File: src/rtl/cla_addsub_pipe_pkg.sv
// -----------------------------------------------------------------------------
// cla_pkg
// Shared definitions for the pipelined CLA adder/subtractor:
//   - op encodings presented on the operand-side bus
//   - flag bundle produced alongside each result
// -----------------------------------------------------------------------------
package cla_pkg;

  localparam logic [1:0] OP_ADD = 2'b00;
  localparam logic [1:0] OP_ADC = 2'b01;
  localparam logic [1:0] OP_SUB = 2'b10;
  localparam logic [1:0] OP_SBB = 2'b11;

  typedef struct packed {
    logic c;
    logic v;
    logic z;
    logic n;
  } flags_t;

endpackage

File: src/rtl/cla_addsub_pipe_if.sv
// -----------------------------------------------------------------------------
// cla_addsub_pipe_if
// Operand-side and result-side handshake bundle for cla_addsub_pipe.
//   in_valid/in_ready     : operand handshake (a, b, op, cin)
//   out_valid/out_ready   : result handshake (f, c, v, z, n)
// master : operand producer / result consumer (datapath around the block)
// slave  : the adder/subtractor itself
// -----------------------------------------------------------------------------
interface cla_addsub_pipe_if #(
  parameter int WIDTH = 16
);

  logic             in_valid;
  logic             in_ready;
  logic [WIDTH-1:0] a;
  logic [WIDTH-1:0] b;
  logic [1:0]       op;
  logic             cin;

  logic             out_valid;
  logic             out_ready;
  logic [WIDTH-1:0] f;
  logic             c;
  logic             v;
  logic             z;
  logic             n;

  modport master (
    output in_valid, a, b, op, cin, out_ready,
    input  in_ready, out_valid, f, c, v, z, n
  );

  modport slave (
    input  in_valid, a, b, op, cin, out_ready,
    output in_ready, out_valid, f, c, v, z, n
  );

endinterface

File: src/rtl/cla4_group.sv
// -----------------------------------------------------------------------------
// cla4_group
// Combinational 4-bit carry-lookahead group.
//   a, b : 4-bit operands
//   ci   : carry in
//   s    : 4-bit sum
//   co   : carry out of bit 3
//   g, p : group generate / propagate
// -----------------------------------------------------------------------------
module cla4_group (
  input  logic [3:0] a,
  input  logic [3:0] b,
  input  logic       ci,
  output logic [3:0] s,
  output logic       co,
  output logic       g,
  output logic       p
);

  logic [3:0] gen;
  logic [3:0] prop;
  logic [3:0] c;

  assign gen  = a & b;
  assign prop = a ^ b;

  assign c[0] = ci;
  assign c[1] = gen[0] | (prop[0] & ci);
  assign c[2] = gen[1] | (prop[1] & gen[0]) | (prop[1] & prop[0] & ci);
  assign c[3] = gen[2] | (prop[2] & gen[1]) | (prop[2] & prop[1] & gen[0])
              | (prop[2] & prop[1] & prop[0] & ci);

  assign g  = gen[3] | (prop[3] & gen[2]) | (prop[3] & prop[2] & gen[1])
            | (prop[3] & prop[2] & prop[1] & gen[0]);
  assign p  = &prop;
  assign co = g | (p & ci);

  assign s = prop ^ c;

endmodule

File: src/rtl/cla_addsub_pipe.sv
// -----------------------------------------------------------------------------
// cla_addsub_pipe
// Pipelined ADD/ADC/SUB/SBB unit. Operands are conditioned and registered on
// accept, then each stage adds one SW-bit slice (GPS chained CLA groups) and
// hands its carry to the next stage, so the carry ripples across cycles.
// Latency is STAGES cycles after the accept edge; one result per cycle.
//   clk  : clock
//   rst  : synchronous active-high reset
//   bus  : cla_addsub_pipe_if.slave (operand and result handshakes)
// Parameters: WIDTH (multiple of 4*GPS), GPS (CLA groups per stage, >= 1).
// -----------------------------------------------------------------------------
module cla_addsub_pipe #(
  parameter int WIDTH = 16,
  parameter int GPS   = 1
) (
  input  logic             clk,
  input  logic             rst,
  cla_addsub_pipe_if.slave bus
);

  import cla_pkg::*;

  localparam int SW     = 4 * GPS;
  localparam int STAGES = (GPS < 1) ? 1 : WIDTH / SW;

  if ((GPS < 1) || ((WIDTH % (4 * GPS)) != 0)) begin : g_param_check
    $error("cla_addsub_pipe: WIDTH must be a nonzero multiple of 4*GPS and GPS >= 1");
  end

  // Global enable: the whole pipe moves together; bubbles stay in place.
  logic adv;
  assign adv          = ~g_stage[STAGES-1].vld_q | bus.out_ready;
  assign bus.in_ready = adv;

  // Operand conditioning: subtraction is A + ~B + carry.
  logic             sub_op;
  logic             use_cin;
  logic             carry_in;
  logic [WIDTH-1:0] bx;

  assign sub_op   = (bus.op == OP_SUB) || (bus.op == OP_SBB);
  assign use_cin  = (bus.op == OP_ADC) || (bus.op == OP_SBB);
  assign carry_in = use_cin ? bus.cin : sub_op;
  assign bx       = sub_op ? ~bus.b : bus.b;

  logic             in_vld_q;
  logic             in_cy_q;
  logic [WIDTH-1:0] in_a_q;
  logic [WIDTH-1:0] in_b_q;

  always_ff @(posedge clk) begin
    if (rst) begin
      in_vld_q <= 1'b0;
      in_cy_q  <= 1'b0;
      in_a_q   <= '0;
      in_b_q   <= '0;
    end else if (adv) begin
      in_vld_q <= bus.in_valid;
      in_cy_q  <= carry_in;
      in_a_q   <= bus.a;
      in_b_q   <= bx;
    end
  end

  for (genvar k = 0; k < STAGES; k++) begin : g_stage
    // Operand bits not yet summed shrink by one slice per stage; bit 0 of
    // a_i/b_i is always bit k*SW of the original operand.
    localparam int REM = WIDTH - k * SW;

    logic             vld_i;
    logic             cy_i;
    logic [REM-1:0]   a_i;
    logic [REM-1:0]   b_i;
    logic [WIDTH-1:0] sum_i;

    if (k == 0) begin : g_src_in
      assign vld_i = in_vld_q;
      assign cy_i  = in_cy_q;
      assign a_i   = in_a_q;
      assign b_i   = in_b_q;
      assign sum_i = '0;
    end else begin : g_src_prev
      assign vld_i = g_stage[k-1].vld_q;
      assign cy_i  = g_stage[k-1].cy_q;
      assign a_i   = g_stage[k-1].g_fwd.a_q;
      assign b_i   = g_stage[k-1].g_fwd.b_q;
      assign sum_i = g_stage[k-1].sum_q;
    end

    logic [GPS:0]     gc;
    logic [SW-1:0]    s;
    logic [GPS-1:0]   unused_g;
    logic [GPS-1:0]   unused_p;
    logic [WIDTH-1:0] nxt_sum;

    assign gc[0] = cy_i;

    for (genvar gi = 0; gi < GPS; gi++) begin : g_grp
      cla4_group u_grp (
        .a  (a_i[gi*4 +: 4]),
        .b  (b_i[gi*4 +: 4]),
        .ci (gc[gi]),
        .s  (s[gi*4 +: 4]),
        .co (gc[gi+1]),
        .g  (unused_g[gi]),
        .p  (unused_p[gi])
      );
    end

    always_comb begin
      nxt_sum             = sum_i;
      nxt_sum[k*SW +: SW] = s;
    end

    logic             vld_q;
    logic             cy_q;
    logic [WIDTH-1:0] sum_q;

    always_ff @(posedge clk) begin
      if (rst) begin
        vld_q <= 1'b0;
        cy_q  <= 1'b0;
        sum_q <= '0;
      end else if (adv) begin
        vld_q <= vld_i;
        cy_q  <= gc[GPS];
        sum_q <= nxt_sum;
      end
    end

    if (k < STAGES - 1) begin : g_fwd
      logic [REM-SW-1:0] a_q;
      logic [REM-SW-1:0] b_q;

      always_ff @(posedge clk) begin
        if (rst) begin
          a_q <= '0;
          b_q <= '0;
        end else if (adv) begin
          a_q <= a_i[REM-1:SW];
          b_q <= b_i[REM-1:SW];
        end
      end
    end
  end

  // Carry into the MSB is recovered from the MSB sum: s = a ^ b ^ cin.
  localparam int L = STAGES - 1;

  logic   msb_cin;
  flags_t nxt_flags;
  flags_t flags_q;

  assign msb_cin = g_stage[L].a_i[SW-1] ^ g_stage[L].b_i[SW-1] ^ g_stage[L].s[SW-1];

  always_comb begin
    nxt_flags.c = g_stage[L].gc[GPS];
    nxt_flags.v = msb_cin ^ g_stage[L].gc[GPS];
    nxt_flags.z = ~|g_stage[L].nxt_sum;
    nxt_flags.n = g_stage[L].nxt_sum[WIDTH-1];
  end

  always_ff @(posedge clk) begin
    if (rst) begin
      flags_q <= '0;
    end else if (adv) begin
      flags_q <= nxt_flags;
    end
  end

  assign bus.out_valid = g_stage[L].vld_q;
  assign bus.f         = g_stage[L].sum_q;
  assign bus.c         = flags_q.c;
  assign bus.v         = flags_q.v;
  assign bus.z         = flags_q.z;
  assign bus.n         = flags_q.n;

endmodule
File: src/flat_wrapper.sv
// flat-port wrapper written by rule: the top's interface ports become plain ports
module cla_addsub_pipe_flat import cla_pkg::*;
#(
  parameter int WIDTH = 16,
  parameter int GPS   = 1
)
  (clk, rst, bus_in_valid, bus_a, bus_b, bus_op, bus_cin, bus_out_ready, bus_in_ready, bus_out_valid, bus_f, bus_c, bus_v, bus_z, bus_n);
  cla_addsub_pipe_if #(.WIDTH(WIDTH)) bus_i ();
  input  logic clk;
  input  logic rst;
  input wire logic [$bits(bus_i.in_valid)-1:0] bus_in_valid;
  input wire logic [$bits(bus_i.a)-1:0] bus_a;
  input wire logic [$bits(bus_i.b)-1:0] bus_b;
  input wire logic [$bits(bus_i.op)-1:0] bus_op;
  input wire logic [$bits(bus_i.cin)-1:0] bus_cin;
  input wire logic [$bits(bus_i.out_ready)-1:0] bus_out_ready;
  output wire logic [$bits(bus_i.in_ready)-1:0] bus_in_ready;
  output wire logic [$bits(bus_i.out_valid)-1:0] bus_out_valid;
  output wire logic [$bits(bus_i.f)-1:0] bus_f;
  output wire logic [$bits(bus_i.c)-1:0] bus_c;
  output wire logic [$bits(bus_i.v)-1:0] bus_v;
  output wire logic [$bits(bus_i.z)-1:0] bus_z;
  output wire logic [$bits(bus_i.n)-1:0] bus_n;
  assign bus_i.in_valid = bus_in_valid;
  assign bus_i.a = bus_a;
  assign bus_i.b = bus_b;
  assign bus_i.op = bus_op;
  assign bus_i.cin = bus_cin;
  assign bus_i.out_ready = bus_out_ready;
  assign bus_in_ready = bus_i.in_ready;
  assign bus_out_valid = bus_i.out_valid;
  assign bus_f = bus_i.f;
  assign bus_c = bus_i.c;
  assign bus_v = bus_i.v;
  assign bus_z = bus_i.z;
  assign bus_n = bus_i.n;
  cla_addsub_pipe #(.WIDTH(WIDTH), .GPS(GPS)) u_core (.clk(clk), .rst(rst), .bus(bus_i));
endmodule
File: config.mk
export PLATFORM = sky130hd
export DESIGN_NAME = cla_addsub_pipe_flat
export DESIGN_NICKNAME = d
export VERILOG_FILES = /design/src/rtl/cla_addsub_pipe_pkg.sv /design/src/rtl/cla_addsub_pipe_if.sv /design/src/rtl/cla4_group.sv /design/src/rtl/cla_addsub_pipe.sv /design/src/flat_wrapper.sv
export SDC_FILE = /design/constraint.sdc
export NUM_CORES = 1
export LEC_CHECK = 0
export CORE_ASPECT_RATIO = 1.25
export CORE_MARGIN = 2
export CORE_UTILIZATION = 55
export CTS_BUF_LIST = sky130_fd_sc_hd__clkbuf_4
export DETAILED_ROUTE_END_ITERATION = 8
export PLACE_DENSITY = 0.82
export SLEW_MARGIN = 20
export SYNTH_ARGS = -nofsm -noshare
export SYNTH_HDL_FRONTEND = slang
export SYNTH_SLANG_ARGS = --single-unit
File: constraint.sdc
create_clock -name clk -period 2.31 [get_ports clk]
set_input_delay 0.462 -clock clk [delete_from_list [all_inputs] [get_ports clk]]
set_output_delay 0.462 -clock clk [all_outputs]
set_load 0.1 [all_outputs]
After elaboration in Yosys (flattened, before gate mapping):

Cells that the tools add are included.

* add/sub/neg operators: 0
* $mul: 0
* divide/modulo/power cells: 0
* order comparisons: 0
* equal/unequal tests: 3
* shift-type cells: 0
* muxes and demuxes: 2
* bitwise operators: 118
* reduce and logical (&&, ||, !) cells: 8

Operators with widths (count)
* 1-bit AND: 60
* 1-bit bitwise OR: 41
* 4-bit XOR: 8
* 4-bit AND: 4
* 16-bit 2-to-1 mux: 1
* 16-bit NOT: 1
* 4-bit AND reduction: 4
* 16-bit OR reduction: 1
* 2-bit equality test (second input constant): 2
* 1-bit XOR: 3
* 2-bit by 1-bit equality test with 1-bit output (second input constant): 1
* 1-bit logical OR: 2
* 1-bit logical NOT: 1
* 1-bit 2-to-1 mux: 1
* 1-bit NOT: 1

* register bits after elaboration: 133
* latch bits: 0
* bits in writable memories: 0
* memory bits (read-only): 0
* bits of input ports: 39
* output and inout port bits: 22
* word-level logic and storage cells: 156
* memories kept: 0

Depth between registers and ports, before layout:

Gate-level depths: netlist of run 1.

* depth in word-level cells: 8
* depth in mapped cells: 7
* mapped depth without buffers: 5

Hierarchy:

A second synthesis of run 1 with hierarchy kept.

* cell total of the unflattened synthesis: 672
* area total of the unflattened synthesis: 5600.4 µm²

By module, submodules not included
* cla_addsub_pipe: instances 1, cells an instance 584, area an instance 4847.1 µm², seq. area each 2642.5 µm²
* cla4_group at u_core.g_stage[2].g_grp[0].u_grp ...: instances 2, cells an instance 22, area an instance 193.9 µm², seq. area each 0.0 µm²
* cla4_group at u_core.g_stage[0].g_grp[0].u_grp ...: instances 2, cells an instance 22, area an instance 182.7 µm², seq. area each 0.0 µm²

Least setup slack after synthesis of run 1:

Ideal clock, no wire load.

* path type: reg-to-output
* from: register u_core.g_stage[3].vld_q (netlist: u_core.bus.out_valid)
* to: output bus_in_ready
* arrival: 1652 ps
* data required time: 1848 ps
* setup slack: 196 ps
* stages on the path, launching flop included: 6
* path buffers: 3
* cell sequence: dfxtp_1 -> nor2b_1 -> buf_4 -> inv_4 -> buf_6 -> buf_6

* longest elaborated chain between the ends: 2

RTL lines
* start: declaration: RTL line cla_addsub_pipe.sv:115 `logic vld_q;`
* start signal: assignment: RTL line cla_addsub_pipe.sv:125 `vld_q <= vld_i;`
* 1-bit NOT: RTL line cla_addsub_pipe.sv:32 `assign adv = ~g_stage[STAGES-1].vld_q | bus.out_ready;`
* 1-bit bitwise OR: RTL line cla_addsub_pipe.sv:32
* end: declaration: RTL line flat_wrapper.sv:17 `output wire logic [$bits(bus_i.in_ready)-1:0] bus_in_ready;`

Every way passes these cells.

Worst setup path after layout of run 1:

* from: input bus_out_ready
* to: output bus_in_ready

* longest elaborated chain between the ends: 1

RTL lines
* start: declaration: RTL line flat_wrapper.sv:16 `input wire logic [$bits(bus_i.out_ready)-1:0] bus_out_ready;`
* 1-bit bitwise OR: RTL line cla_addsub_pipe.sv:32

Every way passes these cells.

==> run metrics, run 1 <==
Pleak=2.422 nW; Setup TNS Final=0 ns; number of stages on the worst setup path=4; CTS resizes=0; clk_skew=0.01282 ns; Clock Latency Late Sink=0.54 ns; Crit. Startpoint=bus_out_ready; Mapped Cells=648; Syn Nets=just over 700; Synth Flop Type=dfxtp_1; Fillers=786; proportion of layout cells with a drive suffix above 1=between 10% and 20%; Slew @ Worst Pin=around 0.43 ns; Final GP Congestion=0.7933; Power Dens Cells=698.2 mW/mm2; crit path DAT=1.50 ns; max incr delay on CP=0.45 ns; Yosys reg bits=132; sequential share of the synthesized area=49.04%; worst path cell trace=clkdlybuf4s50_1 > nor2b_4 > inv_4 > buf_12; placed wire-length estimate=7198 um; distinct cell type count after synthesis=42; Post-synth ARST share=0%; Worst Setup EP=bus_in_ready; clock root buffer=clkbuf_4; cell with the most instances after synthesis=nand2_1; Critical R2R Launch=u_core.g_stage[2].g_fwd.b_q[0]$_SDFFE_PP0P_; Commonest cells post-synth=nand2_1, dfxtp_1, a21oi_1, nor2_1; htree depth=4; gr ovfl total=0; die width=just over 90 um; Fmax achieved=0.5096 GHz; largest net degree at the start of global routing=80; Reg clk slew, reported paths=0.11 ns; Synth Cell Area=about 0.0054 mm2; R2R Setup Slk=approximately 0.50 ns; maximum buffer depth of the clock tree=2; Antenna Nets Post-Route=0; Tmin final=between 1.5 and 2 ns; drt drc=0; vias in the first global route=4108; Final Cycle Share=a little over four fifths; cts hold-fix bufs=0; first-pass GRT wire length=18240 um; Yosys warning count=0; 1st-pass router iterations=5; Yosys top cell area share=49.04%; initial antenna violation count=1; Setup WS pre-CTS=about 0.32 ns; area leader, netlist=dfxtp_1; CTS sink count=around 130; endpoints failing setup=0; fin worst setup slack=0.3479 ns; WP data required=about 1.9 ns; area delta synth->final=16.02%; FF+latch area=0.002643 mm2; status=finished clean; Core Box Area=0.009559 mm2; IO Port Bufs=60; Starting Density=a little under three fifths; largest cells by area after synthesis=dfxtp_1, nand2_1, a21oi_1; fin. max-slew vios=0; Total GRT Usage=21.58%; cts bufs inserted=17; relative slew slack=a little under three quarters; crit path max fanout=5; CP max stage cell=clkdlybuf4s50_1; vias per cell=5.371; worst path buffer plus inverter count=3; initial DRC count=about 250; startpoint types=input port; vias=about 4400; Worst Path Class, Setup=input port to primary output; reg-to-reg endpoint=u_core.bus.z$_SDFFE_PP0P_; final wirelength=10680 um; Multi-input gate area=roughly 0.0024 mm2; VDD IR max=between 0.0004 and 0.0005 V; Top-Level Pins=61; DIE AREA=0.01061 mm2; Synth Area per Inst=8.316 um2; Post-synth EDFFs=0; min-delay worst type=input port to register; Post-CTS Setup Bufs=0; Reg2Reg Depth=5; number of cell rows=40; Chip Height=114.7 um; Crit. End Element=primary output; Layout Nets=748; RSZ-0062 raised after global routing=false; CTS tree=done; Hold Violations, Final=0; max-cap viol count=0; routed length per placed instance=12.90 um; delay-heaviest family, CP=buffers and inverters
worst reg2reg max path: stages, from the launching register on:
cell and delay (ns):
dfxtp_1 0.36, fa_1 0.53, nor4_1 0.38, and3_1 0.22
o2111ai_1 0.11, o21ai_0 0.15
worst min path at each step:
stage / startpoint / to / slack (ns) / cells past startpoint
4_1_cts: rst / u_core.bus.f[14]$_SDFFE_PP0P_ / 0.24 / 2
3_5_place_dp: u_core.g_stage[1].sum_q[2]$_SDFFE_PP0P_ / u_core.g_stage[2].sum_q[2]$_SDFFE_PP0P_ / 0.44 / 2
6_report: rst / u_core.bus.f[14]$_SDFFE_PP0P_ / 0.27 / 2
3_3_place_gp: u_core.g_stage[0].g_fwd.b_q[5]$_SDFFE_PP0P_ / u_core.g_stage[0].g_fwd.b_q[5]$_SDFFE_PP0P_ / 0.44 / 2
5_1_grt: rst / u_core.bus.f[14]$_SDFFE_PP0P_ / 0.28 / 2
2_1_floorplan: u_core.g_stage[0].a_i[10]$_SDFFE_PP0P_ / u_core.g_stage[0].a_i[10]$_SDFFE_PP0P_ / 0.43 / 2
logic make-up (layout without fill, tap and decap cells):
kind of cell	count (synthesis)	count (layout)	synth area share, %
flops	132	132	49.04
simple gates	258	258	19.67
buf+inv	62	115	5.851
other cells	0	1	0
fa+ha+maj	20	20	5.201
mux	1	1	0.1858
xor+xnor	23	23	3.738
compound gates	152	152	16.32
layout make-up:
class | instances | share of cell area [%]
diodes | 1 | 0.04002
clock buffers | 20 | 2.401
clock inverters | 11 | 1.801
inverters | 14 | 0.8805
multi-input cells | 454 | 39.00
flip-flops and latches | 132 | 42.27
well taps | 126 | 2.522
repair buffers | 70 | 11.09
layer usage:
| layer | share of wire [%] | wire length, um | up-vias | track usage (%) |
|---|---|---|---|---|
| li1 | - | - | 2252 | - |
| met1 | 44 | 4675 | 2038 | 26.35 |
| met2 | 48 | 5162 | 129 | 35.52 |
| met3 | 5.2 | 557 | 28 | 4.411 |
| met4 | 2.6 | 282 | 0 | 12.14 |
| met5 | 0 | 0 | - | 0 |
where the power goes:
part	internal [mW]	switching (mW)	total [mW]	leakage (nW)
combinational	0.199	0.262	0.461	1.20
clock	0.657	0.791	1.45	0.136
sequential	2.39	0.0666	2.46	1.08
total	3.25	1.12	4.37	2.42
state kept, by name, summed over array words and instances (netlist names):
name and cells:
u_core.g_stage.a_i 16, u_core.g_stage.cy_i 1, u_core.g_stage.cy_q 3, u_core.g_stage.vld_i 1, u_core.g_stage.vld_q 3, u_core.bus.n 1
u_core.bus.out_valid 1, u_core.g_stage.sum_q 24, u_core.bus.z 1, u_core.bus.f 15, u_core.g_stage.g_fwd.b_q 24, u_core.g_stage.g_fwd.a_q 24
u_core.g_stage.b_i 16, u_core.bus.v 1, u_core.bus.c 1
cell usage in the layout (no fill, tap or decap), types with 2 or more instances in the layout:
cell,n
a21oi_2,2
nor2_1,27
nor4_1,4
clkinv_2,3
clkbuf_4,20
clkdlybuf4s50_1,37
o21ai_0,9
a221oi_1,2
nand3b_1,3
nor3_1,6
a211oi_1,21
inv_1,13
a2bb2oi_1,3
xnor2_1,22
a21oi_1,102
bufinv_16,2
dfxtp_1,132
nor4b_1,6
clkinvlp_4,4
buf_12,6
a31oi_1,3
nand2_1,198
fa_1,4
nand3_1,7
ha_1,16
clkinv_1,2
buf_4,27
and3_1,2
a21o_1,3
through the flow:
step	instances	hold WS (ns)	util, %	instance area [um2]	power, mW
5_1_grt	828	0.2794	65.41	6252	4.544
2_1_floorplan	648	0.4321	-	5389	2.816
4_1_cts	827	0.2401	65.38	6250	4.395
6_report	828	0.2707	65.41	6252	4.365
3_3_place_gp	796	0.4400	62.63	5987	2.947
3_5_place_dp	796	0.4449	62.63	5987	2.967
Note: power is estimated with default switching activity, not from simulation.
==> run 2: changes to the inputs <==
==> constraint.sdc (replaced) <==
create_clock -name clk -period 1.9 [get_ports clk]
set_input_delay 0.38 -clock clk [delete_from_list [all_inputs] [get_ports clk]]
set_output_delay 0.38 -clock clk [all_outputs]
set_load 0.1 [all_outputs]
==> run 2 against run 1 <==
  * Sequential power grew 22%
  * First-iteration DRC count up 48%
  * Count of clock-buffer cells in the layout down 2
  * Combinational power is 28% higher
  * Critical path depth down 1
  * Clock power rose by 3%
  * Cell area rose by 2.6%
  * Die area unchanged
  * Global-route usage grew 0.66 points
  * Clock skew about the same
  * Highest routed layer unchanged
==> run metrics, run 2 (synthesis results as in run 1) <==
status=finished clean; die width=92.54 um (unchanged); Worst Path Class, Setup=register to primary output; Core Box Area=0.009559 mm2 (unchanged); max incr delay on CP=0.34 ns (-0.11 ns); clk_skew=0.01325 ns (+0.0004383 ns); Tmin final=1.810 ns; Reg2Reg Depth=5 (unchanged); clock root buffer=clkbuf_4; Flop pwr share=58.9% (+2.6 points); first-pass GRT wire length=18750 um (+2.8%); endpoints failing setup=0 (unchanged); CTS sink count=132 (unchanged); delay-heaviest family, CP=flip-flops; routed length per placed instance=13.16 um (+2.0%); cts bufs inserted=17 (unchanged); Layout Nets=765 (+2.3%); non-filler instance count after layout=843 (+1.8%); Inst Count DP=813 (+2.1%); Hold Violations, Final=0 (unchanged); final wirelength=11090 um (+3.9%); vias=4514 (+1.5%); R2R Setup Slk=0.16 ns (-0.34 ns); DIE AREA=0.01061 mm2 (unchanged); most frequent cells in the layout=nand2_1, dfxtp_1, a21oi_1; Clock power frac=29.6% (-3.6 points); worst path cell trace=nor2b_4 > inv_4 > buf_12; Final GP Congestion=0.8187 (+3.2%); Total GRT Usage=22.25% (+0.66 points); Top-Level Pins=61 (unchanged); gr ovfl total=0 (unchanged); area delta synth->final=18.99%; largest net degree at the start of global routing=46 (-43%); drt drc=0 (unchanged); maximum buffer depth of the clock tree=2 (unchanged); max-cap viol count=0 (unchanged); CTS resizes=0 (unchanged); cts hold-fix bufs=0 (unchanged); Comb power frac=11.6% (+1.0 points); Hold Crit Depth=2 (unchanged); Post-CTS Setup Bufs=0 (unchanged); Clock Latency Late Sink=0.53 ns (about the same); Pint=3.772 mW (+16%); Final Cycle Share=95.24%; top flop regs=u_core.g_stage.g_fwd.a_q: 24 flops, u_core.g_stage.g_fwd.b_q: 24 flops, u_core.g_stage.sum_q: 24 flops; final core occ=67.08% (+1.7 points); vias in the first global route=4234 (+3.1%); proportion of layout cells with a drive suffix above 1=11.45% (+1.3 points); initial DRC count=363 (+48%); number of cell rows=40 (unchanged); VDD IR max=0.0003947 V (-2.4%); min-delay worst type=input port to register; 1st-pass router iterations=5 (unchanged); WP data required=1.52 ns (-0.33 ns); worst path buffer plus inverter count=2 (-1); startpoint types=register; Slew @ Worst Pin=0.4621 ns (+0.03653 ns); Pleak=2.510 nW (+3.7%); switching share of power=25.78% (+0.14 points); fin. max-slew vios=0 (unchanged); crit path max fanout=17 (+12); relative slew slack=68.91% (-2.7 points); crit path DAT=1.43 ns (-0.07 ns); placed wire-length estimate=7985 um (+11%); CP max stage cell=dfxtp_2; number of stages on the worst setup path=3 (-1); Fmax achieved=0.5526 GHz; Antenna Nets Post-Route=0 (unchanged); htree depth=4 (unchanged); Chip Height=114.7 um (unchanged); Final Power=5.083 mW (+16%); CTS tree=done; initial antenna violation count=1 (unchanged); Crit. End Element=primary output; sw power=1.311 mW (+17%); Starting Density=56.37% (unchanged); RSZ-0062 raised after global routing=false; Reg clk slew, reported paths=0.10 ns (about the same); IO Port Bufs=60 (unchanged); Power Dens Cells=792.7 mW/mm2 (+14%); commonest non-fill, non-tap cell in the layout=nand2_1; vias per cell=5.355 (-0.30%)
run 2: cell types whose count changed in the layout (fill, tap and decap cells not counted):
cell,before,now
dfxtp_2,0,1
dfxtp_1,132,131
clkbuf_4,20,18
bufinv_16,2,1
clkinv_1,2,7
clkinvlp_4,4,0
buf_4,27,37
buf_12,6,13
run 2: layout make-up:
type | instances | area [um2]
Fill cell | 780 | 3147
Sequential cell | 132 | 2644
Multi-Input combinational cell | 454 | 2439
Timing Repair Buffer | 87 | 908.4
Tap cell | 126 | 157.7
Clock buffer | 18 | 135.1
Clock inverter | 11 | 71.32
Inverter | 14 | 55.05
Antenna cell | 1 | 2.502
run 2: metrics by stage:
step / instance area [um2] / hold WS (ns) / setup TNS (ns) / setup WS [ns]
after floorplan: 5390 / 0.4321 / 0 / 0.1531
after global placement: 6203 / 0.4390 / 0 / 0.06055
after detailed placement: 6203 / 0.4434 / -0.01171 / -0.01028
after CTS: 6410 / 0.1816 / 0 / 0.07085
after global routing: 6412 / 0.1909 / 0 / 0.01760
final: 6412 / 0.1987 / 0 / 0.09039
run 2: per-layer routing:
layer | global-route usage [%] | part of all wire (%) | vias to the layer above
met4 | 7.562 | 1.7 | 0
met2 | 38.93 | 51 | 111
li1 | - | - | 2286
met5 | 0 | 0 | -
met3 | 6.912 | 4.8 | 17
met1 | 25.74 | 43 | 2100
run 2: power by group through the flow:
stage	Combinational (mW)	Sequential (mW)	Clock, mW
finish	0.588	2.99	1.50
global route	0.647	3.01	1.66
CTS	0.592	2.99	1.53
detailed placement	0.587	3.05	0
global placement	0.565	3.05	0
floorplan	0.307	3.12	0
run 2: path summary, 6_finish.rpt:
check / to / start
worst max-delay path: bus_in_ready / u_core.bus.out_valid$_SDFFE_PP0P_
worst min-delay path: u_core.bus.f[14]$_SDFFE_PP0P_ / rst
worst max register to register: u_core.bus.z$_SDFFE_PP0P_ / u_core.g_stage[2].g_fwd.b_q[0]$_SDFFE_PP0P_
worst min register to register: u_core.g_stage[0].g_fwd.b_q[7]$_SDFFE_PP0P_ / u_core.g_stage[0].g_fwd.b_q[7]$_SDFFE_PP0P_
==> run 3: changes to the inputs <==
--- a/config.mk
+++ b/config.mk
@@ -9,6 +9,7 @@
 export CORE_MARGIN = 2
 export CORE_UTILIZATION = 55
 export CTS_BUF_LIST = sky130_fd_sc_hd__clkbuf_4
+export CTS_CLUSTER_SIZE = 24
 export DETAILED_ROUTE_END_ITERATION = 8
 export PLACE_DENSITY = 0.82
 export SLEW_MARGIN = 20
==> constraint.sdc (replaced) <==
create_clock -name clk -period 2.2 [get_ports clk]
set_input_delay 0.44 -clock clk [delete_from_list [all_inputs] [get_ports clk]]
set_output_delay 0.44 -clock clk [all_outputs]
set_load 0.1 [all_outputs]
==> run 3 against run 2 <==
  * Sequential cell count unchanged
  * Critical endpoint unchanged
  * Sequential share of layout area up 0.74 points
  * Clock skew up 0.00083 ns
  * First-iteration DRC count down 31%
  * Non-clock buffer count down 17
  * Largest power group unchanged
  * Sequential power down 14%
  * Hold slack worse by 0.010 ns
  * Cell area down 1.8%
  * Via count down 4.0%
  * Critical path depth unchanged
==> run metrics, run 3 (synthesis results as in run 1) <==
Setup WS pre-CTS=0.2162 ns (+0.2265 ns); WP data required=1.76 ns (+0.24 ns); Post-CTS Setup Bufs=0 (unchanged); Total GRT Usage=21.09% (-1.2 points); 1st-pass router iterations=4 (-1); die width=92.54 um (unchanged); largest net degree at the start of global routing=83 (+80%); Top-Level Pins=61 (unchanged); Power Dens Cells=767.2 mW/mm2 (-3.2%); Antenna Nets Post-Route=0 (unchanged); Starting Density=56.37% (unchanged); drt drc=0 (unchanged); Final Cycle Share=approximately 87%; htree depth=4 (unchanged); fin. max-slew vios=0 (unchanged); placed wire-length estimate=7054 um (-12%); startpoint types=register; CTS resizes=0 (unchanged); cts bufs inserted=17 (unchanged); Antenna diodes=0 (-1); Core Box Area=0.009559 mm2 (unchanged); Slew @ Worst Pin=0.4605 ns (-0.001582 ns); Layout Nets=748 (-2.2%); cts hold-fix bufs=0 (unchanged); routed length per placed instance=12.45 um (-5.4%); area delta synth->final=16.83%; vias in the first global route=4101 (-3.1%); max-cap viol count=0 (unchanged); relative slew slack=69.30% (+0.39 points); CTS sink count=132 (unchanged); fin worst setup slack=0.2814 ns (+0.1911 ns); Fmax achieved=0.5212 GHz; proportion of layout cells with a drive suffix above 1=10.40% (-1.1 points); DIE AREA=0.01061 mm2 (unchanged); min-delay worst type=input port to register; Worst Path Class, Setup=register to primary output; clock root buffer=clkbuf_4; top flop regs=u_core.g_stage.g_fwd.a_q: 24 flops, u_core.g_stage.g_fwd.b_q: 24 flops, u_core.g_stage.sum_q: 24 flops; Chip Height=114.7 um (unchanged); endpoints failing setup=0 (unchanged); vias=4335 (-4.0%); final wirelength=10310 um (-7.0%); status=finished clean; CTS tree=done; initial DRC count=251 (-31%); RSZ-0062 raised after global routing=false; IO Port Bufs=60 (unchanged); Hold Violations, Final=0 (unchanged); Clock Latency Late Sink=0.53 ns (about the same); most frequent cells in the layout=nand2_1, dfxtp_1, a21oi_1; crit path max fanout=15 (-2); vias per cell=5.236 (-2.2%); Tmin final=around 1.9 ns; first-pass GRT wire length=17990 um (-4.0%); crit path DAT=1.48 ns (+0.05 ns); Crit. End Element=primary output; gr ovfl total=0 (unchanged); VDD IR max=0.0003964 V (+0.43%); clk_skew=0.01408 ns (+0.0008268 ns); initial antenna violation count=0 (-1); Pleak=2.434 nW (-3.0%); number of cell rows=40 (unchanged); maximum buffer depth of the clock tree=2 (unchanged); Setup TNS Final=0 ns (unchanged); commonest non-fill, non-tap cell in the layout=nand2_1; Final GP Congestion=0.8263 (+0.93%); Reg clk slew, reported paths=0.12 ns (+0.02 ns)
-- run 3: cell types whose count changed in the layout (fill, tap and decap cells not counted), sizes merged --
| cell | previous run | this run |
|---|---|---|
| bufinv | 1 | 4 |
| clkinvlp | 0 | 7 |
| diode | 1 | 0 |
| clkinv | 10 | 3 |
| buf | 50 | 33 |
-- run 3: area by class of cell --
class / instances / area, um2
repair buffers: 70 / 680.7
flip-flops and latches: 132 / 2643
inverters: 14 / 55.05
clock buffers: 18 / 135.1
well taps: 126 / 157.7
multi-input cells: 454 / 2439
fillers: 800 / 3263
clock inverters: 14 / 186.4
-- run 3: worst paths after layout --
kind	startpoint	to	slack [ns]	cells past startpoint
setup / recovery	u_core.bus.out_valid$_SDFFE_PP0P_	bus_in_ready	0.28	3
hold reg to reg	u_core.g_stage[0].vld_q$_SDFFE_PP0P_	u_core.g_stage[0].vld_q$_SDFFE_PP0P_	0.46	2
setup reg to reg	u_core.g_stage[2].g_fwd.b_q[0]$_SDFFE_PP0P_	u_core.bus.z$_SDFFE_PP0P_	0.48	5
hold / removal	rst	u_core.bus.f[12]$_SDFFE_PP0P_	0.19	2
-- run 3: critical path, stage by stage, from the launching register on --
cell and delay (ns):
dfxtp_1 0.35, nor2b_4 0.26, inv_4 0.14, buf_12 0.19
-- run 3: per-layer routing --
layer | global-route usage, % | wire length, um
met3 | 5.859 | 488
met2 | 34.94 | 4906
met5 | 0 | 0
met4 | 8.657 | 187
met1 | 25.90 | 4728
-- run 3: stage by stage --
stage | instance area (um2) | std cells | total power, mW | hold WS (ns) | utilization, %
6_report | 6296 | 828 | 4.830 | 0.1884 | 65.86
5_1_grt | 6296 | 828 | 5.035 | 0.1426 | 65.86
4_1_cts | 6296 | 828 | 4.862 | 0.1460 | 65.86
3_5_place_dp | 5974 | 796 | 3.112 | 0.4454 | 62.50
3_3_place_gp | 5974 | 796 | 3.094 | 0.4387 | 62.50
2_1_floorplan | 5389 | 648 | 2.956 | 0.4321 | -
-- run 3: power breakdown --
part           switching (mW)  total, mW  internal [mW]  leakage, nW
clock                   0.869       1.77          0.903        0.150
sequential             0.0696       2.58           2.51         1.08
combinational           0.272      0.479          0.207         1.20
